==> config.mk <==
export PLATFORM = sky130hd
export DESIGN_NAME = capture_sequencer
export DESIGN_NICKNAME = d
export VERILOG_FILES = /design/src/rtl/capture_sequencer.sv
export SDC_FILE = /design/constraint.sdc
export NUM_CORES = 1
export LEC_CHECK = 0
export CAP_MARGIN = 20
export CORE_MARGIN = 5
export CORE_UTILIZATION = 50
export DETAILED_ROUTE_END_ITERATION = 8
export PLACE_DENSITY = 0.81
export SYNTH_ARGS = -nofsm -noshare
export SYNTH_HDL_FRONTEND = slang
export SYNTH_SLANG_ARGS = --single-unit
==> constraint.sdc <==
create_clock -name clk -period 2.4 [get_ports clk]
set_input_delay 0.36 -clock clk [delete_from_list [all_inputs] [get_ports clk]]
set_output_delay 0.36 -clock clk [all_outputs]
set_load 0.03 [all_outputs]
==> src/rtl/capture_sequencer.sv <==
// rtl/capture_sequencer.sv - acquisition sequencer pacing writes into the circular sample store
//
// Optional feature: define CAPSEQ_SINGLE_SHOT_EN to add the single/rearm ports.
//
// Ports:
//   clk          system clock, rising edge
//   rst          synchronous active-low reset
//   run          1 = acquire, 0 = stop (drops to IDLE)
//   mode         0 = normal trigger, 1 = auto (timeout forces trigger)
//   sample_en    one-cycle strobe, a new sample is valid
//   trigger      trigger event, any width
//   frame_done   one-cycle pulse at end of each VGA frame
//   single       (CAPSEQ_SINGLE_SHOT_EN) 1 = single-shot, HOLD waits for rearm
//   rearm        (CAPSEQ_SINGLE_SHOT_EN) pulse that leaves HOLD in single-shot
//   wren         store write enable (combinational on sample_en)
//   wraddress    store write address, advances after every write
//   rst_trig     one-cycle clear to trigger block, first PRETRIG cycle
//   display_base first store address of the captured window
//   frame_ready  one-cycle pulse in the first HOLD cycle
//   auto_trig    last completed window was forced by timeout
//   state        IDLE=0 PRETRIG=1 ARMED=2 POSTTRIG=3 HOLD=4

module capture_sequencer #(
  parameter int DEPTH_LOG2   = 10,
  parameter int SCREEN_W     = 640,
  parameter int PRE_TRIG     = 64,
  parameter int AUTO_TIMEOUT = 1000
) (
  input  logic                  clk,
  input  logic                  rst,
  input  logic                  run,
  input  logic                  mode,
  input  logic                  sample_en,
  input  logic                  trigger,
  input  logic                  frame_done,
`ifdef CAPSEQ_SINGLE_SHOT_EN
  input  logic                  single,
  input  logic                  rearm,
`endif
  output logic                  wren,
  output logic [DEPTH_LOG2-1:0] wraddress,
  output logic                  rst_trig,
  output logic [DEPTH_LOG2-1:0] display_base,
  output logic                  frame_ready,
  output logic                  auto_trig,
  output logic [2:0]            state
);

  typedef enum logic [2:0] {
    S_IDLE     = 3'd0,
    S_PRETRIG  = 3'd1,
    S_ARMED    = 3'd2,
    S_POSTTRIG = 3'd3,
    S_HOLD     = 3'd4
  } state_t;

  localparam int POST_N  = SCREEN_W - PRE_TRIG - 1;
  localparam bit NO_POST = (POST_N == 0);
  localparam int CNT_W   = $clog2(SCREEN_W + 1);
  localparam int TO_W    = $clog2(AUTO_TIMEOUT + 1);

  state_t                cur, nxt;
  logic [CNT_W-1:0]      pre_cnt, post_cnt;
  logic [TO_W-1:0]       to_cnt;
  logic                  pending;
  logic                  forced_win;
  logic [DEPTH_LOG2-1:0] trig_addr;

  logic capturing, trig_hit, forced, take;
  logic pre_last, post_last, hold_exit;
  logic enter_pretrig, enter_hold;
  logic win_forced_now;
  logic [DEPTH_LOG2-1:0] trig_now;

  assign capturing = (cur == S_PRETRIG) || (cur == S_ARMED) || (cur == S_POSTTRIG);
  // Gated by run and rst so a stop or reset never leaks a write in its own cycle.
  assign wren      = sample_en && run && rst && capturing;

  // A latched trigger or one coincident with the strobe makes this write the trigger sample.
  assign trig_hit  = (cur == S_ARMED) && wren && (pending || trigger);
  assign forced    = (cur == S_ARMED) && wren && !(pending || trigger) && mode &&
                     (to_cnt >= TO_W'(AUTO_TIMEOUT - 1));
  assign take      = trig_hit || forced;
  assign pre_last  = (cur == S_PRETRIG) && wren && (pre_cnt == CNT_W'(PRE_TRIG - 1));
  assign post_last = (cur == S_POSTTRIG) && wren && (post_cnt == CNT_W'(POST_N - 1));

  // frame_ready is high only in the HOLD entry cycle, so it masks a frame_done
  // that arrives in that same cycle.
`ifdef CAPSEQ_SINGLE_SHOT_EN
  assign hold_exit = (cur == S_HOLD) && (single ? rearm : (frame_done && !frame_ready));
`else
  assign hold_exit = (cur == S_HOLD) && frame_done && !frame_ready;
`endif

  always_comb begin
    nxt = cur;
    case (cur)
      S_IDLE:     if (run) nxt = S_PRETRIG;
      S_PRETRIG:  if (pre_last) nxt = S_ARMED;
      S_ARMED:    if (take) nxt = NO_POST ? S_HOLD : S_POSTTRIG;
      S_POSTTRIG: if (post_last) nxt = S_HOLD;
      S_HOLD:     if (hold_exit) nxt = S_PRETRIG;
      default:    nxt = S_IDLE;
    endcase
    if (!run) nxt = S_IDLE;
  end

  assign enter_pretrig  = (nxt == S_PRETRIG) && (cur != S_PRETRIG);
  assign enter_hold     = (nxt == S_HOLD) && (cur != S_HOLD);
  // When there is no post-trigger phase the trigger and HOLD entry share a cycle.
  assign trig_now       = take ? wraddress : trig_addr;
  assign win_forced_now = take ? forced : forced_win;

  always_ff @(posedge clk) begin
    if (!rst) begin
      cur          <= S_IDLE;
      wraddress    <= '0;
      display_base <= '0;
      rst_trig     <= 1'b0;
      frame_ready  <= 1'b0;
      auto_trig    <= 1'b0;
      pre_cnt      <= '0;
      post_cnt     <= '0;
      to_cnt       <= '0;
      pending      <= 1'b0;
      forced_win   <= 1'b0;
      trig_addr    <= '0;
    end else begin
      cur         <= nxt;
      rst_trig    <= enter_pretrig;
      frame_ready <= enter_hold;

      if (wren) wraddress <= wraddress + 1'b1;

      // Phase counters sit at zero outside their own state, so entry clears them.
      if (cur != S_PRETRIG)  pre_cnt <= '0;
      else if (wren)         pre_cnt <= pre_cnt + 1'b1;

      if (cur != S_POSTTRIG) post_cnt <= '0;
      else if (wren)         post_cnt <= post_cnt + 1'b1;

      // Saturates so normal mode can sit in ARMED indefinitely.
      if (cur != S_ARMED) to_cnt <= '0;
      else if (wren && (to_cnt < TO_W'(AUTO_TIMEOUT))) to_cnt <= to_cnt + 1'b1;

      if (cur != S_ARMED) pending <= 1'b0;
      else if (take)      pending <= 1'b0;
      else if (trigger)   pending <= 1'b1;

      if (take) begin
        trig_addr  <= wraddress;
        forced_win <= forced;
      end

      if (forced) auto_trig <= 1'b1;
      else if (enter_hold && !win_forced_now) auto_trig <= 1'b0;

      if (enter_hold) display_base <= trig_now - DEPTH_LOG2'(PRE_TRIG);
    end
  end

  assign state = cur;

endmodule
==> impl_metrics.prom, run 1 <==
# TYPE chip_impl_metric gauge
chip_impl_metric{name="grt_first_pass_wirelength",unit="µm"} 11300
chip_impl_metric{name="route.detailed.wl_per_inst",unit="µm"} 14.5
chip_impl_metric{name="crit_path_largest_cell_delay",unit="ns"} 0.55
chip_impl_metric{name="synth_nets",unit=""} 338
chip_impl_metric{name="synth-edff-count",unit=""} 0
chip_impl_metric{name="synth.area.mux_share",unit=""} 0.0379
chip_impl_metric{name="synthSimpleGateAreaFrac",unit=""} 0.250
chip_impl_metric{name="post_synth_num_cell_types",unit=""} 43
chip_impl_metric{name="maximum_number_of_pins_on_one_net_before_global_route_repair",unit=""} 25
chip_impl_metric{name="flop_and_latch_count_out_of_synthesis",unit=""} 68
chip_impl_metric{name="fin_skew",unit="ns"} 0.00888
chip_impl_metric{name="placedCellCount",unit=""} 443
chip_impl_metric{name="p_per_area",unit="mW/mm²"} 627
chip_impl_metric{name="nets",unit=""} 395
chip_impl_metric{name="synth_fa_ha_area_frac",unit=""} 0.0259
chip_impl_info{name="cts_root_buffer",value="clkbuf_8"} 1
chip_impl_metric{name="hold_slack",unit="ns"} 0.484
chip_impl_info{name="largest_family_of_logic_cells_by_synthesized_area",value="simple AND/OR/NAND/NOR gates"} 1
chip_impl_metric{name="hold_viol_final",unit=""} 0
chip_impl_metric{name="place.detailed.hpwl",unit="µm"} 4650
chip_impl_metric{name="crit_arrival",unit="ns"} 2.54
chip_impl_metric{name="grt_antenna_before_repair",unit=""} 0
chip_impl_metric{name="sink_count",unit=""} 68
chip_impl_info{name="tritoncts",value="done"} 1
chip_impl_metric{name="post-route-period-util",unit=""} 0.943
chip_impl_metric{name="period_needed",unit="ns"} 2.26
chip_impl_metric{name="async_flop_share",unit=""} 0
chip_impl_metric{name="tightest_slew",unit="ns"} 0.584
chip_impl_metric{name="xor_xnor_fraction_of_synth_area",unit=""} 0.106
chip_impl_metric{name="floorplan.io_pins",unit=""} 34
chip_impl_metric{name="postRouteAntennaNets",unit=""} 0
chip_impl_metric{name="yosysWarnings",unit=""} 0
chip_impl_metric{name="post_route_cells_drive_above_1_share",unit=""} 0.135
chip_impl_metric{name="grt-ovfl-total",unit=""} 0
chip_impl_metric{name="layout.area.seq",unit="mm²"} 0.00136
chip_impl_info{name="synth.area.top_cells",value="dfxtp_1 47%, nor2_1 7.1%, xor2_1 6.9%"} 1
chip_impl_metric{name="report.final.slew_viol_count",unit=""} 0
chip_impl_metric{name="grt_pass1_vias",unit=""} 2405
chip_impl_metric{name="finish.cell_count_without_fillers",unit=""} 458
chip_impl_metric{name="worst_ir_drop_vdd",unit="mV"} 0.459
chip_impl_metric{name="dieHeight",unit="µm"} 86.2
chip_impl_metric{name="clk_path_buf_depth",unit=""} 2
chip_impl_metric{name="post-cts-setup-buffers",unit=""} 0
chip_impl_info{name="run_status",value="complete, no violations"} 1
chip_impl_info{name="slowest_stage",value="clkdlybuf4s50_1"} 1
chip_impl_info{name="synth_most_common_cell",value="dfxtp_1"} 1
chip_impl_metric{name="synth-compound-area-share",unit=""} 0.0857
chip_impl_metric{name="clkTransAtPathRegs",unit="ns"} 0.07
chip_impl_metric{name="fp.coreArea",unit="mm²"} 0.00557
chip_impl_metric{name="flow.area_growth_from_synthesis",unit="%"} 27.9
chip_impl_metric{name="worst-path-max-fanout",unit=""} 4
chip_impl_metric{name="grtUsageTotal",unit=""} 0.192
chip_impl_metric{name="multi_input_comb_area",unit="mm²"} 0.00150
chip_impl_metric{name="row_count",unit=""} 27
chip_impl_metric{name="postLayoutCoreUtil",unit=""} 0.666
chip_impl_metric{name="die_w",unit="µm"} 86.2
chip_impl_metric{name="cts_max_level",unit=""} 3
chip_impl_metric{name="place_congestion",unit=""} 0.897
chip_impl_info{name="critPathLaunchType",value="primary input"} 1
chip_impl_metric{name="total_leakage_power",unit="nW"} 1.43
chip_impl_info{name="setup_repair_after_global_routing_missed_its_margin",value="false"} 1
chip_impl_metric{name="synth_sequential_area_ratio",unit=""} 0.469
chip_impl_metric{name="totalWireLength",unit="µm"} 6660
chip_impl_metric{name="diodes",unit=""} 0
chip_impl_metric{name="netlist.area_leader.share",unit=""} 0.469
chip_impl_metric{name="syn_avg_cell_area",unit="µm²"} 8.94
chip_impl_metric{name="via_count",unit=""} 2483
chip_impl_metric{name="fp.dieArea",unit="mm²"} 0.00743
chip_impl_metric{name="remaining_max_slew_budget_at_the_tightest_pin",unit=""} 0.609
chip_impl_metric{name="smallest_setup_slack_after_layout",unit="ns"} 0.138
chip_impl_metric{name="place_ws",unit="ns"} -0.0367
chip_impl_info{name="yosys-top-cells-count",value="68 x dfxtp_1, 55 x nor2_1, 23 x nand2_1, 23 x xor2_1"} 1
chip_impl_metric{name="timing.max_cap.violations",unit=""} 0
chip_impl_metric{name="synthesis.area",unit="mm²"} 0.00290
chip_impl_metric{name="totalPowerFinal",unit="W"} 0.00233
chip_impl_metric{name="routed_via_density",unit=""} 5.42
chip_impl_metric{name="report.final.setup_viol",unit=""} 0
chip_impl_metric{name="timing.fmax",unit="MHz"} 442
chip_impl_metric{name="cts_buffers",unit=""} 9
chip_impl_info{name="critPathCaptureType",value="flop"} 1
chip_impl_metric{name="drt_first_iter_violations",unit=""} 97
chip_impl_metric{name="layout.filler_cells",unit=""} 458
chip_impl_metric{name="synthesis.instances",unit=""} 325
chip_impl_info{name="synth_top_cell_by_area",value="dfxtp_1"} 1
chip_impl_metric{name="dr.pass1.iters",unit=""} 4
chip_impl_metric{name="worst-endpoint-required",unit="ns"} 2.68
chip_impl_metric{name="crit_buf_inv",unit=""} 1
chip_impl_info{name="cp_cell_sequence",value="clkdlybuf4s50_1, nand4b_1, nor3_1, nand2b_4, mux2i_2, ha_1, or3_1, o211ai_2"} 1
chip_impl_metric{name="clock_latency",unit="ns"} 0.35
chip_impl_info{name="criticalPathCategory",value="primary input to flop"} 1
chip_impl_metric{name="initial_utilization",unit=""} 0.521
chip_impl_metric{name="place.port_buffers",unit=""} 33
chip_impl_info{name="primary_ff_master_synth",value="dfxtp_1"} 1
chip_impl_metric{name="drt_drc_violations_left",unit=""} 0
chip_impl_info{name="timing.hold.worst.class",value="flop to flop"} 1
chip_impl_info{name="path_delay_family",value="simple AND/OR/NAND/NOR gates"} 1
stage by stage:
| stage | cell area [µm²] | setup TNS (ns) |
|---|---|---|
| 6_report | 3710 | 0 |
| 5_1_grt | 3710 | 0 |
| 3_5_place_dp | 3450 | -0.0367 |
| 3_3_place_gp | 3450 | 0 |
| 4_1_cts | 3690 | 0 |
| 2_1_floorplan | 2900 | 0 |
routing by layer:
metal | up-vias | routed length [µm] | global-route usage
li1 | 1245 | - | -
met3 | 11 | 312 | 0.0589
met4 | 0 | 136 | 0.0708
met2 | 52 | 3270 | 0.311
met5 | - | 0 | 0
met1 | 1175 | 2940 | 0.242
layout make-up:
class / instances / area share
Timing Repair Buffer: 56 / 0.135
Multi-Input combinational cell: 240 / 0.403
Clock inverter: 5 / 0.0270
Clock buffer: 10 / 0.0371
Inverter: 7 / 0.00708
Sequential cell: 68 / 0.367
Tap cell: 72 / 0.0243
placed cells by master, fill, tap and decap left out, drive strengths merged, types with 4 or more instances in the layout:
master | Yosys | final
and3 | 7 | 7
dfxtp | 68 | 68
mux2i | 11 | 11
and4 | 4 | 4
nor3 | 8 | 8
or2 | 4 | 4
xor2 | 23 | 23
clkdlybuf4s50 | 0 | 32
nand2 | 24 | 24
clkbuf | 4 | 10
nor4 | 4 | 4
nor2 | 55 | 55
o21ai | 15 | 15
ha | 6 | 6
inv | 7 | 7
nand3 | 15 | 15
buf | 6 | 24
xnor2 | 12 | 12
a21oi | 13 | 13
nand4 | 12 | 12
path summary, 6_finish.rpt:
kind	start	to	slack (ns)	cells past startpoint
setup / recovery	run	display_base[8]	0.14	8
hold / removal	pre_cnt[1]	pre_cnt[1]	0.48	2
setup reg to reg	to_cnt[0]	display_base[8]	0.16	8
hold reg to reg	pre_cnt[1]	pre_cnt[1]	0.48	2
power by group:
group / switching, W / internal, W
registers: 0.00000330 / 0.00113
clock network: 0.000414 / 0.000709
logic: 0.0000414 / 0.0000299
total: 0.000458 / 0.00187
registers in the layout, indices dropped and copies added (netlist names):
name / count
display_base: 10
rst_trig: 1
pre_cnt: 10
trig_addr: 10
auto_trig: 1
wraddress: 10
state: 3
post_cnt: 10
pending: 1
frame_ready: 1
to_cnt: 10
forced_win: 1
logic make-up after synthesis:
| group | Yosys count |
|---|---|
| compound gates | 41 |
| xor+xnor | 35 |
| fa+ha+maj | 6 |
| buf+inv | 17 |
| flops | 68 |
| mux | 11 |
| simple gates | 147 |
worst min-delay path, stage by stage (launching register included):
cell and delay, ns:
dfxtp_1 0.33, nand2_1 0.06, a21oi_1 0.05
repair_timing:
action	CTS	global route
endpoints found under the setup margin	0	2
hold buffers	0	0
endpoints found under the hold margin	0	0
gates resized for setup	0	5
No activity file was read; power rests on OpenSTA's default activity.
==> run 2, diff against run 1 <==
Settings changed: CORE_UTILIZATION 50 to 30, GPL_ROUTABILITY_DRIVEN set to 1, PLACE_DENSITY 0.81 to 0.59.
==> impl_metrics.prom, run 2 (synthesis results as in run 1) <==
# TYPE chip_impl_metric gauge
chip_impl_metric{name="postRouteAntennaNets",unit=""} 0
chip_impl_metric{name="worst-path-max-fanout",unit=""} 4
chip_impl_metric{name="total_leakage_power",unit="nW"} 1.44
chip_impl_info{name="critPathLaunchType",value="flop"} 1
chip_impl_metric{name="grt_pass1_vias",unit=""} 2463
chip_impl_info{name="critPathCaptureType",value="flop"} 1
chip_impl_info{name="cts_root_buffer",value="clkbuf_8"} 1
chip_impl_metric{name="initial_utilization",unit=""} 0.303
chip_impl_metric{name="dieHeight",unit="µm"} 108
chip_impl_metric{name="finalSetupTns",unit="ns"} 0
chip_impl_metric{name="floorplan.io_pins",unit=""} 34
chip_impl_metric{name="layout.filler_cells",unit=""} 961
chip_impl_metric{name="cellInternalPower",unit="W"} 0.00164
chip_impl_metric{name="timing.reg2reg.setup_slack",unit="ns"} 0.1
chip_impl_metric{name="crit_arrival",unit="ns"} 2.58
chip_impl_metric{name="drt_drc_violations_left",unit=""} 0
chip_impl_metric{name="place.detailed.hpwl",unit="µm"} 5040
chip_impl_metric{name="power.switching_fraction",unit=""} 0.237
chip_impl_metric{name="row_count",unit=""} 36
chip_impl_metric{name="totalWireLength",unit="µm"} 6840
chip_impl_metric{name="fp.coreArea",unit="mm²"} 0.00959
chip_impl_metric{name="power.share.sequential",unit=""} 0.526
chip_impl_metric{name="period_needed",unit="ns"} 2.30
chip_impl_metric{name="tightest_slew",unit="ns"} 0.593
chip_impl_info{name="timing.hold.worst.class",value="flop to flop"} 1
chip_impl_metric{name="report.final.slew_viol_count",unit=""} 0
chip_impl_metric{name="grt_antenna_before_repair",unit=""} 0
chip_impl_metric{name="timing.max_cap.violations",unit=""} 0
chip_impl_metric{name="cts_buffers",unit=""} 9
chip_impl_metric{name="post-route-period-util",unit=""} 0.960
chip_impl_metric{name="clkTransAtPathRegs",unit="ns"} 0.08
chip_impl_metric{name="worst-endpoint-required",unit="ns"} 2.67
chip_impl_metric{name="fin_skew",unit="ns"} 0.0157
chip_impl_metric{name="grt_first_pass_wirelength",unit="µm"} 11900
chip_impl_metric{name="cts-hold-fix-buffers",unit=""} 0
chip_impl_metric{name="p_per_area",unit="mW/mm²"} 572
chip_impl_metric{name="comb_power_share",unit=""} 0.032
chip_impl_metric{name="postLayoutCoreUtil",unit=""} 0.393
chip_impl_info{name="tritoncts",value="done"} 1
chip_impl_metric{name="clk_path_buf_depth",unit=""} 2
chip_impl_info{name="final_cell_mix",value="68 x dfxtp_1, 55 x nor2_1, 32 x clkdlybuf4s50_1, 29 x buf_4"} 1
chip_impl_metric{name="die_w",unit="µm"} 108
chip_impl_metric{name="flow.area_growth_from_synthesis",unit="%"} 29.7
chip_impl_info{name="mostFrequentLayoutCell",value="dfxtp_1"} 1
chip_impl_metric{name="routed_via_density",unit=""} 4.72
chip_impl_metric{name="remaining_max_slew_budget_at_the_tightest_pin",unit=""} 0.603
chip_impl_metric{name="grtUsageTotal",unit=""} 0.128
chip_impl_metric{name="nets",unit=""} 400
chip_impl_metric{name="route.detailed.wl_per_inst",unit="µm"} 13.0
chip_impl_metric{name="sink_count",unit=""} 68
chip_impl_metric{name="place_congestion",unit=""} 0.824
chip_impl_metric{name="diodes",unit=""} 0
chip_impl_metric{name="drt_first_iter_violations",unit=""} 144
chip_impl_metric{name="power_switching",unit="W"} 0.000511
chip_impl_metric{name="worst_ir_drop_vdd",unit="mV"} 0.258
chip_impl_info{name="criticalPathCategory",value="flop to flop"} 1
chip_impl_metric{name="grt-ovfl-total",unit=""} 0
chip_impl_metric{name="fp.dieArea",unit="mm²"} 0.0117
chip_impl_metric{name="maximum_number_of_pins_on_one_net_before_global_route_repair",unit=""} 24
chip_impl_metric{name="timing.fmax",unit="MHz"} 434
chip_impl_metric{name="report.final.setup_viol",unit=""} 0
chip_impl_metric{name="dr.pass1.iters",unit=""} 4
chip_impl_metric{name="post_route_cells_drive_above_1_share",unit=""} 0.138
chip_impl_metric{name="clock_latency",unit="ns"} 0.35
chip_impl_metric{name="p_clk_frac",unit=""} 0.442
chip_impl_metric{name="cts_max_level",unit=""} 3
chip_impl_metric{name="place.port_buffers",unit=""} 33
chip_impl_metric{name="hold_viol_final",unit=""} 0
chip_impl_metric{name="via_count",unit=""} 2476
chip_impl_info{name="run_status",value="complete, no violations"} 1
==> run 2: final cells by class <==
type / count / area, µm² / share of cell area
tap: 133 / 166 / 0.0442
timing repair buffer: 61 / 538 / 0.143
clock inverter: 7 / 75.1 / 0.0199
clock buffer: 9 / 124 / 0.0329
multi-input combinational: 240 / 1480 / 0.392
sequential: 68 / 1360 / 0.361
inverter: 7 / 26.3 / 0.00698
==> run 2: worst paths after layout <==
path,start,to,cells past startpoint
max,to_cnt[0],display_base[8],8
min,display_base[9],display_base[9],2
max reg2reg,to_cnt[0],display_base[8],8
min reg2reg,display_base[9],display_base[9],2
==> run 2: critical path: stages, from the launching register on <==
cell and delay [ns]:
dfxtp_1 0.33, ha_1 0.22, a211o_1 0.32, a41oi_1 0.27, nand2b_2 0.22, mux2i_1 0.12
ha_1 0.23, or3_1 0.37, o211ai_2 0.15
==> run 2: per-layer routing <==
metal / routed length, µm / part of all wire / GRT usage
met2: 3220 / 0.47 / 0.208
met5: 0 / 0 / 0
met1: 3180 / 0.47 / 0.158
met4: 99 / 0.014 / 0.0487
met3: 335 / 0.049 / 0.0424
==> run 2: timing repair <==
item                       CTS  global route
gates resized for setup      0             1
setup buffers                0             0
setup endpoints to repair    0             2
==> run 2: power by group through the flow <==
| stage | Clock, W | Combinational, W | Sequential (W) |
|---|---|---|---|
| 2_1_floorplan | 0 | 0.0000306 | 0.00116 |
| 3_3_place_gp | 0 | 0.0000695 | 0.00116 |
| 3_5_place_dp | 0 | 0.0000700 | 0.00116 |
| 4_1_cts | 0.000982 | 0.0000702 | 0.00113 |
| 5_1_grt | 0.00104 | 0.0000750 | 0.00113 |
| 6_report | 0.000951 | 0.0000696 | 0.00113 |
==> run 2: through the flow <==
stage	hold slack [ns]	total power (W)	cells	cell area [µm²]	setup WS, ns
after global placement	0.463	0.00123	509	3560	-0.0277
after CTS	0.481	0.00219	525	3760	0.0484
after floorplan	0.454	0.00119	325	2900	0.0116
final	0.480	0.00215	525	3770	0.0956
after detailed placement	0.471	0.00123	509	3560	-0.109
after global routing	0.517	0.00225	525	3770	-0.00975
==> run 3, diff against run 2 <==
Settings changed: PLACE_DENSITY 0.59 to 0.57, TNS_END_PERCENT set to 50.
Clock period 2.4 ns to 2.2 ns, I/O delays scaled along.
==> impl_metrics.prom, run 3 (synthesis results as in run 1) <==
# TYPE chip_impl_metric gauge
chip_impl_info{name="run_status",value="complete, no violations"} 1
chip_impl_metric{name="post_route_cells_drive_above_1_share",unit=""} 0.173
chip_impl_metric{name="rr_worst_depth",unit=""} 9
chip_impl_metric{name="hold_viol_final",unit=""} 0
chip_impl_metric{name="timing.reg2reg.setup_slack",unit="ns"} 0.13
chip_impl_metric{name="crit_arrival",unit="ns"} 1.77
chip_impl_metric{name="clkTransAtPathRegs",unit="ns"} 0.07
chip_impl_metric{name="totalWireLength",unit="µm"} 6790
chip_impl_metric{name="grt_antenna_before_repair",unit=""} 0
chip_impl_metric{name="clk_path_buf_depth",unit=""} 2
chip_impl_metric{name="grtUsageTotal",unit=""} 0.122
chip_impl_metric{name="smallest_setup_slack_after_layout",unit="ns"} 0.0988
chip_impl_info{name="holdPathEnd",value="display_base[9]"} 1
chip_impl_metric{name="min_path_cells",unit=""} 2
chip_impl_info{name="slowest_stage",value="clkdlybuf4s50_1"} 1
chip_impl_info{name="timing.hold.worst.class",value="flop to flop"} 1
chip_impl_info{name="path_delay_family",value="buffers and inverters"} 1
chip_impl_metric{name="drt_drc_violations_left",unit=""} 0
chip_impl_metric{name="postRouteAntennaNets",unit=""} 0
chip_impl_metric{name="timing.max_cap.violations",unit=""} 0
chip_impl_metric{name="postLayoutCoreUtil",unit=""} 0.409
chip_impl_metric{name="clock_latency",unit="ns"} 0.35
chip_impl_info{name="setup.worst_path.start",value="rst"} 1
chip_impl_metric{name="place.detailed.hpwl",unit="µm"} 4980
chip_impl_metric{name="tightest_slew",unit="ns"} 0.386
chip_impl_metric{name="cts-hold-fix-buffers",unit=""} 0
chip_impl_info{name="worst_path_most_repeated_cell",value="buf_4"} 1
chip_impl_metric{name="finish.cell_count_without_fillers",unit=""} 533
chip_impl_metric{name="routed_via_density",unit=""} 4.66
chip_impl_metric{name="dr.pass1.iters",unit=""} 4
chip_impl_metric{name="crit_path_largest_cell_delay",unit="ns"} 0.55
chip_impl_metric{name="remaining_max_slew_budget_at_the_tightest_pin",unit=""} 0.742
chip_impl_metric{name="post-route-period-util",unit=""} 0.955
chip_impl_metric{name="p_per_area",unit="mW/mm²"} 630
chip_impl_metric{name="worst-path-max-fanout",unit=""} 10
chip_impl_metric{name="total_leakage_power",unit="nW"} 1.49
chip_impl_metric{name="sink_count",unit=""} 68
chip_impl_metric{name="dieHeight",unit="µm"} 108
chip_impl_metric{name="fp.dieArea",unit="mm²"} 0.0117
chip_impl_metric{name="via_count",unit=""} 2485
chip_impl_metric{name="diodes",unit=""} 0
chip_impl_metric{name="row_count",unit=""} 36
chip_impl_info{name="tritoncts",value="done"} 1
chip_impl_metric{name="flow.area_growth_from_synthesis",unit="%"} 35.1
chip_impl_info{name="critPathCaptureType",value="output port"} 1
chip_impl_metric{name="drt_first_iter_violations",unit=""} 143
chip_impl_metric{name="placedCellCount",unit=""} 515
chip_impl_info{name="criticalPathCategory",value="primary input to output port"} 1
chip_impl_metric{name="grt_pass1_vias",unit=""} 2384
chip_impl_info{name="critical_path.reg2reg.startpoint",value="to_cnt[0]"} 1
chip_impl_metric{name="floorplan.io_pins",unit=""} 34
chip_impl_metric{name="place_congestion",unit=""} 0.778
chip_impl_metric{name="initial_utilization",unit=""} 0.303
chip_impl_metric{name="die_w",unit="µm"} 108
chip_impl_info{name="endpoint_of_the_worst_slack_reg_to_reg_timing_path",value="display_base[8]"} 1
chip_impl_info{name="mostFrequentLayoutCell",value="dfxtp_1"} 1
chip_impl_info{name="cts_root_buffer",value="clkbuf_8"} 1
chip_impl_metric{name="grt-ovfl-total",unit=""} 0
chip_impl_metric{name="fin_skew",unit="ns"} 0.0114
chip_impl_metric{name="place.port_buffers",unit=""} 33
chip_impl_metric{name="worst_ir_drop_vdd",unit="mV"} 0.341
chip_impl_metric{name="timing.fmax",unit="MHz"} 476
chip_impl_metric{name="cts_max_level",unit=""} 3
chip_impl_info{name="final_cell_mix",value="67 x dfxtp_1, 55 x nor2_1, 36 x buf_4, 32 x clkdlybuf4s50_1"} 1
chip_impl_metric{name="place_ws",unit="ns"} -0.184
chip_impl_info{name="critPathLaunchType",value="primary input"} 1
chip_impl_metric{name="crit_buf_inv",unit=""} 5
chip_impl_info{name="cp_cell_sequence",value="clkdlybuf4s50_1, and4b_2, nand2_4, buf_4, inv_1, buf_12, buf_4"} 1
chip_impl_metric{name="route.detailed.wl_per_inst",unit="µm"} 12.7
chip_impl_metric{name="maximum_number_of_pins_on_one_net_before_global_route_repair",unit=""} 24
chip_impl_metric{name="finalSetupTns",unit="ns"} 0
chip_impl_metric{name="layout.filler_cells",unit=""} 954
chip_impl_metric{name="cts_buffers",unit=""} 9
chip_impl_metric{name="grt_first_pass_wirelength",unit="µm"} 11300
chip_impl_metric{name="worst-endpoint-required",unit="ns"} 1.87
chip_impl_metric{name="report.final.slew_viol_count",unit=""} 0
chip_impl_metric{name="period_needed",unit="ns"} 2.10
chip_impl_metric{name="report.final.setup_viol",unit=""} 0
chip_impl_info{name="worst_hold_startpoint",value="display_base[9]"} 1
chip_impl_metric{name="nets",unit=""} 408
chip_impl_metric{name="fp.coreArea",unit="mm²"} 0.00959
[run 3: cell types whose count changed in the layout (fill, tap and decap cells not counted), sizes merged]
cell,before,now
bufinv,1,2
clkinv,5,4
inv,8,7
buf,29,37
clkbuf,9,10
[run 3: worst max path at each step]
stage                                  to  slack (ns)  cells after the start
after floorplan           display_base[8]       0.002                      9
after global placement    display_base[8]       -0.15                      6
after detailed placement        auto_trig       -0.18                      7
after CTS                 display_base[8]       0.003                      9
after global routing      display_base[8]      -0.001                      9
final                                wren         0.1                      7
[run 3: per-layer routing]
metal | global-route usage | share of wire | up-vias
met5 | 0 | 0 | -
met4 | 0.0352 | 0.0084 | 0
met3 | 0.0442 | 0.040 | 4
met2 | 0.189 | 0.46 | 35
met1 | 0.160 | 0.49 | 1178
li1 | - | - | 1268
[run 3: layout make-up]
cell class              instances  area [µm²]  area share
clock buffers                  10         138      0.0351
clock inverters                 6        87.6      0.0223
inverters                       7        26.3     0.00670
multi-input cells             240        1530       0.390
flip-flops and latches         68        1370       0.348
well taps                     133         166      0.0424
repair buffers                 69         611       0.156
[run 3: tightest hold or removal path, delay by kind of cell, from the launching register on]
family,cells,cell delay (ns)
AO/OA/AOI/OAI,1,0.07
flip-flops,1,0.32
AND/OR/NAND/NOR,1,0.06
[run 3: power by group]
group          internal (W)  leakage [nW]  total (W)  switching, W
combinational     0.0000407         0.824  0.0000880     0.0000473
sequential          0.00123         0.549    0.00123    0.00000297
clock              0.000669         0.116    0.00115      0.000479
[run 3: what timing repair did]
item | CTS | global route
gates resized for setup | 0 | 5
endpoints found under the setup margin | 0 | 2
buffers inserted | 0 | 2
[run 3: stage by stage]
stage / cell area, µm² / hold slack (ns) / power, W
after detailed placement: 3650 / 0.472 / 0.00135
after CTS: 3880 / 0.483 / 0.00250
final: 3920 / 0.485 / 0.00247
after floorplan: 2940 / 0.454 / 0.00130
after global placement: 3650 / 0.467 / 0.00135
after global routing: 3920 / 0.513 / 0.00257
